### config.mk
export PLATFORM = sky130hd
export DESIGN_NAME = wbs_led_sw_regs
export DESIGN_NICKNAME = d
export VERILOG_FILES = /design/src/rtl/wbs_led_sw_regs.sv
export SDC_FILE = /design/constraint.sdc
export NUM_CORES = 1
export LEC_CHECK = 0
export ABC_AREA = 1
export BUFFER_PORTS_ARGS = -buffer_cell sky130_fd_sc_hd__buf_2
export CAP_MARGIN = 0
export CORE_MARGIN = 1
export CORE_UTILIZATION = 60
export DETAILED_ROUTE_END_ITERATION = 6
export PLACE_DENSITY_LB_ADDON = 0.12
export SYNTH_ARGS = -nofsm -noshare
export SYNTH_HDL_FRONTEND = slang
export SYNTH_SLANG_ARGS = --single-unit
export TNS_END_PERCENT = 50
### constraint.sdc
create_clock -name sys_clk -period 1.95 [get_ports sys_clk]
set_input_delay 0.39 -clock sys_clk [delete_from_list [all_inputs] [get_ports sys_clk]]
set_output_delay 0.39 -clock sys_clk [all_outputs]
set_load 0.01 [all_outputs]
### src/rtl/wbs_led_sw_regs.sv
// Wishbone classic slave register block for the board LEDs and switches.
// LED_DATA/LED_MODE/BLINK_DIV drive the LEDs with optional per-LED blink;
// the switches are synchronised, debounced, captured as sticky rising-edge
// events and summarised on a level interrupt.
module wbs_led_sw_regs #(
    parameter int DEB_W     = 20,
    parameter int DEB_LIMIT = 999999,
    parameter int BLINK_W   = 27,
    parameter int BLINK_RST = 49999999
) (
    input  logic        sys_clk,
    input  logic        rst_n,
    input  logic        wbs_cyc_i,
    input  logic        wbs_stb_i,
    input  logic [7:0]  wbs_adr_i,
    input  logic        wbs_we_i,
    input  logic [31:0] wbs_dat_i,
    input  logic [3:0]  wbs_sel_i,
    output logic [31:0] wbs_dat_o,
    output logic        wbs_ack_o,
    output logic        wbs_err_o,
    input  logic [3:0]  switch_i,
    output logic [7:0]  led_o,
    output logic        irq_o
);

    localparam logic [5:0] IDX_LED_DATA  = 6'd0;
    localparam logic [5:0] IDX_LED_MODE  = 6'd1;
    localparam logic [5:0] IDX_BLINK_DIV = 6'd2;
    localparam logic [5:0] IDX_SW_STATUS = 6'd3;
    localparam logic [5:0] IDX_SW_EVENT  = 6'd4;
    localparam logic [5:0] IDX_IRQ_EN    = 6'd5;

    localparam logic [DEB_W-1:0]   DEB_LIMIT_C = DEB_W'(DEB_LIMIT);
    localparam logic [BLINK_W-1:0] BLINK_RST_C = BLINK_W'(BLINK_RST);
    localparam logic [BLINK_W-1:0] BLINK_ONE_C = BLINK_W'(1);
    localparam logic [DEB_W-1:0]   DEB_ONE_C   = DEB_W'(1);

    // Expand the four byte enables into a per-bit mask for the divider.
    function automatic logic [BLINK_W-1:0] byte_mask(input logic [3:0] sel);
        logic [BLINK_W-1:0] m;
        for (int i = 0; i < BLINK_W; i++) begin
            m[i] = sel[i / 8];
        end
        return m;
    endfunction

    // Bus-side state
    logic               ack_r;
    logic               err_r;
    logic [31:0]        dat_r;

    // Registers
    logic [7:0]         led_data_r;
    logic [7:0]         led_mode_r;
    logic [BLINK_W-1:0] blink_div_r;
    logic [3:0]         irq_en_r;
    logic [3:0]         sw_event_r;

    // Switch path
    logic [3:0]         sw_meta_r;
    logic [3:0]         sw_sync_r;
    logic [3:0]         sw_stable_r;
    logic [DEB_W-1:0]   deb_cnt_r [4];

    // Blink and outputs
    logic [BLINK_W-1:0] blink_cnt_r;
    logic               phase_r;
    logic [7:0]         led_r;
    logic               irq_r;

    // Combinational decode
    logic               req_s;
    logic               wr_s;
    logic [5:0]         idx_s;
    logic               mapped_s;
    logic [31:0]        rdata_s;
    logic               wr_led_data_s;
    logic               wr_led_mode_s;
    logic               wr_blink_div_s;
    logic               wr_sw_event_s;
    logic               wr_irq_en_s;
    logic [BLINK_W-1:0] div_mask_s;
    logic [3:0]         clr_s;
    logic [3:0]         deb_done_s;
    logic [3:0]         rise_s;
    logic               unused_s;

    // A new request is only taken once the previous response has retired,
    // which gives the ack-every-other-cycle behaviour for a held strobe.
    assign req_s          = wbs_cyc_i & wbs_stb_i & ~ack_r & ~err_r;
    assign wr_s           = req_s & wbs_we_i;
    assign idx_s          = wbs_adr_i[7:2];
    assign wr_led_data_s  = wr_s & (idx_s == IDX_LED_DATA);
    assign wr_led_mode_s  = wr_s & (idx_s == IDX_LED_MODE);
    assign wr_blink_div_s = wr_s & (idx_s == IDX_BLINK_DIV);
    assign wr_sw_event_s  = wr_s & (idx_s == IDX_SW_EVENT);
    assign wr_irq_en_s    = wr_s & (idx_s == IDX_IRQ_EN);
    assign div_mask_s     = byte_mask(wbs_sel_i);
    assign unused_s       = ^{wbs_adr_i[1:0], wbs_dat_i[31:BLINK_W]};

    // Address decode and read-data mux.
    always_comb begin
        mapped_s = 1'b1;
        rdata_s  = 32'd0;
        case (idx_s)
            IDX_LED_DATA:  rdata_s = {24'd0, led_data_r};
            IDX_LED_MODE:  rdata_s = {24'd0, led_mode_r};
            IDX_BLINK_DIV: rdata_s = 32'(blink_div_r);
            IDX_SW_STATUS: rdata_s = {28'd0, sw_stable_r};
            IDX_SW_EVENT:  rdata_s = {28'd0, sw_event_r};
            IDX_IRQ_EN:    rdata_s = {28'd0, irq_en_r};
            default: begin
                mapped_s = 1'b0;
                rdata_s  = 32'd0;
            end
        endcase
    end

    // W1C clear mask for SW_EVENT; only byte 0 carries the flags.
    always_comb begin
        if (wr_sw_event_s && wbs_sel_i[0]) begin
            clr_s = wbs_dat_i[3:0];
        end else begin
            clr_s = 4'd0;
        end
    end

    // Debounce completion per switch and the resulting rising edges.
    always_comb begin
        for (int i = 0; i < 4; i++) begin
            deb_done_s[i] = (sw_sync_r[i] != sw_stable_r[i]) && (deb_cnt_r[i] == DEB_LIMIT_C);
        end
        rise_s = deb_done_s & sw_sync_r;
    end

    // Bus response: one-cycle ack or err, read data only in the ack cycle.
    always_ff @(posedge sys_clk) begin
        if (!rst_n) begin
            ack_r <= 1'b0;
            err_r <= 1'b0;
            dat_r <= 32'd0;
        end else begin
            ack_r <= req_s & mapped_s;
            err_r <= req_s & ~mapped_s;
            dat_r <= (req_s && mapped_s && !wbs_we_i) ? rdata_s : 32'd0;
        end
    end

    // Software-writable registers with byte enables.
    always_ff @(posedge sys_clk) begin
        if (!rst_n) begin
            led_data_r  <= 8'd0;
            led_mode_r  <= 8'd0;
            blink_div_r <= BLINK_RST_C;
            irq_en_r    <= 4'd0;
        end else begin
            if (wr_led_data_s && wbs_sel_i[0]) begin
                led_data_r <= wbs_dat_i[7:0];
            end
            if (wr_led_mode_s && wbs_sel_i[0]) begin
                led_mode_r <= wbs_dat_i[7:0];
            end
            if (wr_blink_div_s) begin
                blink_div_r <= (blink_div_r & ~div_mask_s) | (wbs_dat_i[BLINK_W-1:0] & div_mask_s);
            end
            if (wr_irq_en_s && wbs_sel_i[0]) begin
                irq_en_r <= wbs_dat_i[3:0];
            end
        end
    end

    // Two-flop synchroniser for the asynchronous switch inputs.
    always_ff @(posedge sys_clk) begin
        if (!rst_n) begin
            sw_meta_r <= 4'd0;
            sw_sync_r <= 4'd0;
        end else begin
            sw_meta_r <= switch_i;
            sw_sync_r <= sw_meta_r;
        end
    end

    // Debounce: count consecutive cycles the synced level differs from stable.
    always_ff @(posedge sys_clk) begin
        if (!rst_n) begin
            sw_stable_r <= 4'd0;
            for (int i = 0; i < 4; i++) begin
                deb_cnt_r[i] <= '0;
            end
        end else begin
            for (int i = 0; i < 4; i++) begin
                if (sw_sync_r[i] == sw_stable_r[i]) begin
                    deb_cnt_r[i] <= '0;
                end else if (deb_cnt_r[i] == DEB_LIMIT_C) begin
                    sw_stable_r[i] <= sw_sync_r[i];
                    deb_cnt_r[i]   <= '0;
                end else begin
                    deb_cnt_r[i] <= deb_cnt_r[i] + DEB_ONE_C;
                end
            end
        end
    end

    // Sticky events: a set in the same cycle as a clear wins.
    always_ff @(posedge sys_clk) begin
        if (!rst_n) begin
            sw_event_r <= 4'd0;
        end else begin
            sw_event_r <= (sw_event_r & ~clr_s) | rise_s;
        end
    end

    // Blink divider; a BLINK_DIV write restarts the count and phase.
    always_ff @(posedge sys_clk) begin
        if (!rst_n) begin
            blink_cnt_r <= '0;
            phase_r     <= 1'b0;
        end else if (wr_blink_div_s) begin
            blink_cnt_r <= '0;
            phase_r     <= 1'b0;
        end else if (blink_cnt_r == blink_div_r) begin
            blink_cnt_r <= '0;
            phase_r     <= ~phase_r;
        end else begin
            blink_cnt_r <= blink_cnt_r + BLINK_ONE_C;
        end
    end

    // Registered LED drive and interrupt level.
    always_ff @(posedge sys_clk) begin
        if (!rst_n) begin
            led_r <= 8'd0;
            irq_r <= 1'b0;
        end else begin
            led_r <= led_data_r & (~led_mode_r | {8{phase_r}});
            irq_r <= |(sw_event_r & irq_en_r);
        end
    end

    assign wbs_ack_o = ack_r;
    assign wbs_err_o = err_r;
    assign wbs_dat_o = dat_r;
    assign led_o     = led_r;
    assign irq_o     = irq_r;

endmodule

==> results.toml, run 1 <==
[critical_path]
worst_ep_arrival_time_ps = 2060
r2r_slack_ps = 140
cp_max_fo = 12
start_kind = "register"
critPathKind = "register to register"
r2r_cells = 9
r2r_end = "deb_cnt_r[3][5]"
reg2reg_from = "deb_cnt_r[3][1]"
required_ps = 2200
cp-end-kind = "register"

[worst_hold_path]
worstHoldPathType = "input pin to register"
whs_path_depth = 3
min-delay-start = "switch_i[0]"
hold-path-endpoint = "sw_meta_r[0]"

[routing]
top_layer_used = "met4"
wl_per_cell_microns = 12.7
met3WireLength_microns = 916
drc = 0
viasPerCell = 4.97
wl_microns = 21400
drt_iter0_drc = 547
ant_nets = 0
dr.pass1.iters = 6
wl_met1_microns = 9890
via_count = 8364
wl_met2_microns = 10100

[global_route]
grt-ovfl-total = 0
grt_pass1_wl_microns = 35600
antenna_found_initial = 0
track_usage_pct = 24.8
grt_max_degree = 65
grt_pass1_vias = 7727

[timing]
period_minus_slack_ps = 1810
finalMaxSlewViolations = 0
fmax_mhz = 552
clock_skew_ps = 13.2
setup_viol = 0
hold_viol = 0
hold_ws_ps = 66.5
fin_crit_sh_pct = 93.0

[power]
internal-power_w = 0.00707
powerDensity_nw_per_um2 = 758
p_clk_share_pct = 44.0
irDropWorstVdd_v = 0.000690
power.switching_w = 0.00198
netSwitchingFraction_pct = 21.9
p_leak_nw = 5.12
comb_power_share_pct = 4.1
sequentialPowerShare_pct = 51.9
power_w = 0.00905

[clock_tree]
numCtsBuffers = 23
cts_sinks = 209
cts_tree = "yes"
cts.clk_slew.worst_paths_ps = 60
root_buffer = "clkbuf_16"
worstSkewPairLatency_ps = 510
htreeDepth = 1
clockBufferDepth = 3

[yosys]
synth_seq_area_share_pct = 49.2
synth-edff-count = 80
async_flop_share_pct = 0
synth_flop_cell = "dfxtp_1"
ys_ff_latch = 209
syn_area_per_cell_sq_um = 8.06
yosysUniqueCellTypes = 46
syn_inst = 1257
syn_area_sq_um = 10100
yosysWarningCount = 0

[final_layout]
fin_nets = 1506
final_common_cell = "nand2_1"
fillers = 1350
layout-drive-gt1-share_pct = 13.7
syn_to_final_growth_pct = 17.8
final_area_sq_um = 11900
mostFrequentLayoutCells = "258 x nand2_1, 174 x inv_1, 164 x nor2_1, 129 x dfxtp_1, 85 x conb_1"
antenna_cells = 0

[status]
status = "complete, no violations"

[placed_design]
dp_hpwl_microns = 15400
dpl-instance-area_sq_um = 11200
place_congestion = 0.915
portBuffers = 83

[floorplanning]
dieArea_sq_um = 17400
core_sq_um = 16500
die_h_microns = 132
rows = 47
die_x_microns = 132
start_util_pct = 61.3
io_pins = 96

[run]
drv_cap = 0
[kinds of logic (layout without fill, tap and decap cells)]
kind of cell               count (synthesis)  count (layout)  share of synthesized area, %
and+or+nand+nor                          620             620                          27.6
xor gates and xnor gates                  74              74                          6.40
AOI/OAI and AO/OA                        138             138                          7.69
other                                      2              85                        0.0741
adders and majority gates                  5               5                         0.618
DFF                                      209             209                          49.2
buffers and inverters                    209             332                          8.40
[stage by stage]
stage | setup slack, ps | instances | TNS, ps | util, %
finish | 137 | 1683 | 0 | 72.2
global route | -5.19 | 1683 | -9.07 | 72.2
CTS | 20.8 | 1677 | 0 | 71.7
detailed placement | 32.4 | 1637 | 0 | 67.6
global placement | 110 | 1637 | 0 | 67.6
floorplan | 300 | 1340 | 0 | -
[power groups by stage]
| stage | registers [W] | clock network, W | logic, W |
|---|---|---|---|
| floorplan | 0.00477 | 0 | 0.000243 |
| global placement | 0.00479 | 0 | 0.000349 |
| detailed placement | 0.00479 | 0 | 0.000353 |
| CTS | 0.00470 | 0.00404 | 0.000357 |
| global route | 0.00471 | 0.00419 | 0.000419 |
| finish | 0.00470 | 0.00398 | 0.000367 |
[cell usage after synthesis, types with 7 or more instances]
cell	number	area, sq um
a21oi_1	57	285
a31oi_1	8	50.1
buf_2	8	40.0
buf_4	7	52.6
clkbuf_1	8	30.0
dfxtp_1	129	2580
edfxtp_1	80	2400
inv_1	174	653
nand2_1	260	976
nand2_2	7	43.8
nand3_1	50	250
nand4_1	23	144
nor2_1	165	619
nor2_2	8	50.1
nor2_4	7	78.8
nor3_1	64	320
nor3_2	7	70.1
o211ai_1	18	135
o21ai_0	41	205
xnor2_1	29	254
xor2_1	45	394
[metal layers]
metal / vias up / track usage (%)
met1: 3779 / 33.1
met5: - / 0
met3: 36 / 3.58
met2: 188 / 42.0
met4: 0 / 6.78
li1: 4361 / -
[repair_timing]
action	4_1_cts	5_1_grt
gates resized for setup	0	7
setup endpoints to repair	0	46
setup buffers	0	6
hold buffers	0	0
[how the worst max path moves through the flow]
| stage | startpoint | to | depth (start not counted) |
|---|---|---|---|
| 6_report | deb_cnt_r[3][1] | deb_cnt_r[3][5] | 9 |
| 5_1_grt | deb_cnt_r[3][1] | deb_cnt_r[3][10] | 9 |
| 4_1_cts | deb_cnt_r[1][0] | deb_cnt_r[1][17] | 7 |
| 3_5_place_dp | deb_cnt_r[1][0] | deb_cnt_r[1][17] | 7 |
| 3_3_place_gp | deb_cnt_r[3][0] | deb_cnt_r[3][10] | 9 |
| 2_1_floorplan | deb_cnt_r[3][0] | deb_cnt_r[3][8] | 9 |
[area by class of cell]
type	count	area (sq um)	area share, %
Sequential cell	209	4980	41.8
Multi-Input combinational cell	922	4640	38.9
Inverter	180	676	5.66
Timing Repair Buffer	112	671	5.62
Clock buffer	35	661	5.54
Tap cell	220	275	2.31
Clock inverter	5	25.0	0.210
[critical path, stage by stage (launching register included)]
cell and delay [ps]:
edfxtp_1 350, ha_1 170, nand2_1 60, inv_1 60
nand2_1 110, nor2_4 180, nand4_1 210, nand2_2 160
buf_4 200, nor2_1 60
(Power assumes the default switching activity.)
==> run 2: changes to the inputs <==
--- a/config.mk
+++ b/config.mk
@@ -9,9 +9,10 @@
 export BUFFER_PORTS_ARGS = -buffer_cell sky130_fd_sc_hd__buf_2
 export CAP_MARGIN = 0
 export CORE_MARGIN = 1
-export CORE_UTILIZATION = 60
+export CORE_UTILIZATION = 64
 export DETAILED_ROUTE_END_ITERATION = 6
 export PLACE_DENSITY_LB_ADDON = 0.12
+export SLEW_MARGIN = 20
 export SYNTH_ARGS = -nofsm -noshare
 export SYNTH_HDL_FRONTEND = slang
 export SYNTH_SLANG_ARGS = --single-unit
==> constraint.sdc (replaced) <==
create_clock -name sys_clk -period 2.2 [get_ports sys_clk]
set_input_delay 0.44 -clock sys_clk [delete_from_list [all_inputs] [get_ports sys_clk]]
set_output_delay 0.44 -clock sys_clk [all_outputs]
set_load 0.01 [all_outputs]
==> results.toml, run 2 (synthesized netlist as in run 1, its figures left out) <==
[status]
status = "complete, no violations"

[timing]
fin_ws_ps = 297
setup_viol = 0
finalMaxSlewViolations = 0
tightest_slew_ps = 613
setup_tns_ps = 0
clock_skew_ps = 16.8
rsz0062_at_grt = "no"
period_minus_slack_ps = 1900
fmax_mhz = 525
fin_crit_sh_pct = 86.5
hold_viol = 0
relSlewSlack_pct = 59.0

[final_layout]
final_common_cell = "nand2_1"
final_core_util_pct = 77.2
fillers = 1142
syn_to_final_growth_pct = 16.6
fin_nets = 1489
layout-drive-gt1-share_pct = 12.4
mostFrequentLayoutCells = "260 x nand2_1, 174 x inv_1, 165 x nor2_1, 129 x dfxtp_1, 85 x conb_1"
final_area_sq_um = 11800

[power]
p_leak_nw = 5.05
irDropWorstVdd_v = 0.000588
power_w = 0.00830
powerDensity_nw_per_um2 = 702

[critical_path]
max_stage_delay_ps = 370
r2r_slack_ps = 300
start_kind = "register"
cp_top_family = "simple AND/OR/NAND/NOR gates"
reg2reg_from = "deb_cnt_r[1][0]"
r2r_cells = 7
cp_cell_sequence = "ha_1 > nand3_1 > nor3_1 > nand2_1 > nand3_1 > buf_4 > nor2_1"
critPathKind = "register to register"
cp-end-kind = "register"
worst_ep_arrival_time_ps = 2160
r2r_end = "deb_cnt_r[1][15]"
cpMostUsedCell = "nand3_1"
critPathBufInv = 1
cp_max_fo = 20
required_ps = 2460
crit_slowest_cell = "edfxtp_1"

[run]
drv_cap = 0

[worst_hold_path]
min-delay-start = "switch_i[1]"
whs_path_depth = 3
hold-path-endpoint = "sw_meta_r[1]"
worstHoldPathType = "input pin to register"

[routing]
via_count = 8500
drc = 0
drt_iter0_drc = 436
ant_nets = 0
viasPerCell = 5.12
wl_microns = 21900
wl_per_cell_microns = 13.2
dr.pass1.iters = 5

[global_route]
grt-ovfl-total = 0
track_usage_pct = 27.4
grt_max_degree = 65
grt_pass1_wl_microns = 36500
antenna_found_initial = 2
grt_pass1_vias = 8004

[clock_tree]
cts_sinks = 209
holdBufCountCts = 0
worstSkewPairLatency_ps = 510
cts_tree = "yes"
post_cts_buffers = 0
cts.clk_slew.worst_paths_ps = 60
ctsResizeCount = 0
htreeDepth = 1
root_buffer = "clkbuf_16"
numCtsBuffers = 22
clockBufferDepth = 3

[placed_design]
dp_hpwl_microns = 15700
place_congestion = 0.897
dpl-instance-area_sq_um = 11100
place_ws_ps = 236
portBuffers = 83

[floorplanning]
rows = 45
die_x_microns = 128
io_pins = 96
core_sq_um = 15300
dieArea_sq_um = 16300
start_util_pct = 66.2
die_h_microns = 128
run 2: area by class of cell:
type                    count  area (sq um)  share of cell area, %
diodes                      2          5.00                 0.0424
flip-flops and latches    209          4980                   42.2
clock inverters             5          51.3                  0.434
inverters                 180           676                   5.72
well taps                 211           264                   2.23
clock buffers              35           704                   5.96
multi-input cells         922          4610                   39.0
repair buffers             96           526                   4.45
run 2: through the flow:
stage	hold WS [ps]	instances
global placement	394	1618
floorplan	390	1340
global route	127	1660
CTS	121	1658
finish	125	1660
detailed placement	405	1618
run 2: worst max-delay path by stage:
stage,startpoint,end,slack (ps),cells past startpoint
3_3_place_gp,wbs_adr_i[7],wbs_dat_o[4],240,8
5_1_grt,deb_cnt_r[1][0],deb_cnt_r[1][15],120,7
6_report,deb_cnt_r[1][0],deb_cnt_r[1][15],300,7
2_1_floorplan,deb_cnt_r[3][0],deb_cnt_r[3][8],550,9
4_1_cts,deb_cnt_r[1][0],deb_cnt_r[1][15],280,7
3_5_place_dp,wbs_adr_i[7],wbs_dat_o[4],240,8
run 2: routing by layer:
metal | global-route usage, % | vias up | share of wire, %
li1 | - | 4326 | -
met1 | 32.7 | 3935 | 42
met2 | 49.6 | 179 | 51
met3 | 4.01 | 60 | 4.3
met4 | 10.9 | 0 | 3.5
met5 | 0 | - | 0
run 2: worst register-to-register path, delay by kind of cell (launching register included):
family / cells / cell delay [ps]
DFF: 1 / 370
adders and majority gates: 1 / 230
and+or+nand+nor: 5 / 820
buffers and inverters: 1 / 240
run 2: report_power, final:
| group | leakage, nW | internal [W] | switching (W) |
|---|---|---|---|
| sequential | 1.87 | 0.00409 | 0.0000725 |
| clock | 0.373 | 0.00232 | 0.00150 |
| combinational | 2.81 | 0.000109 | 0.000207 |
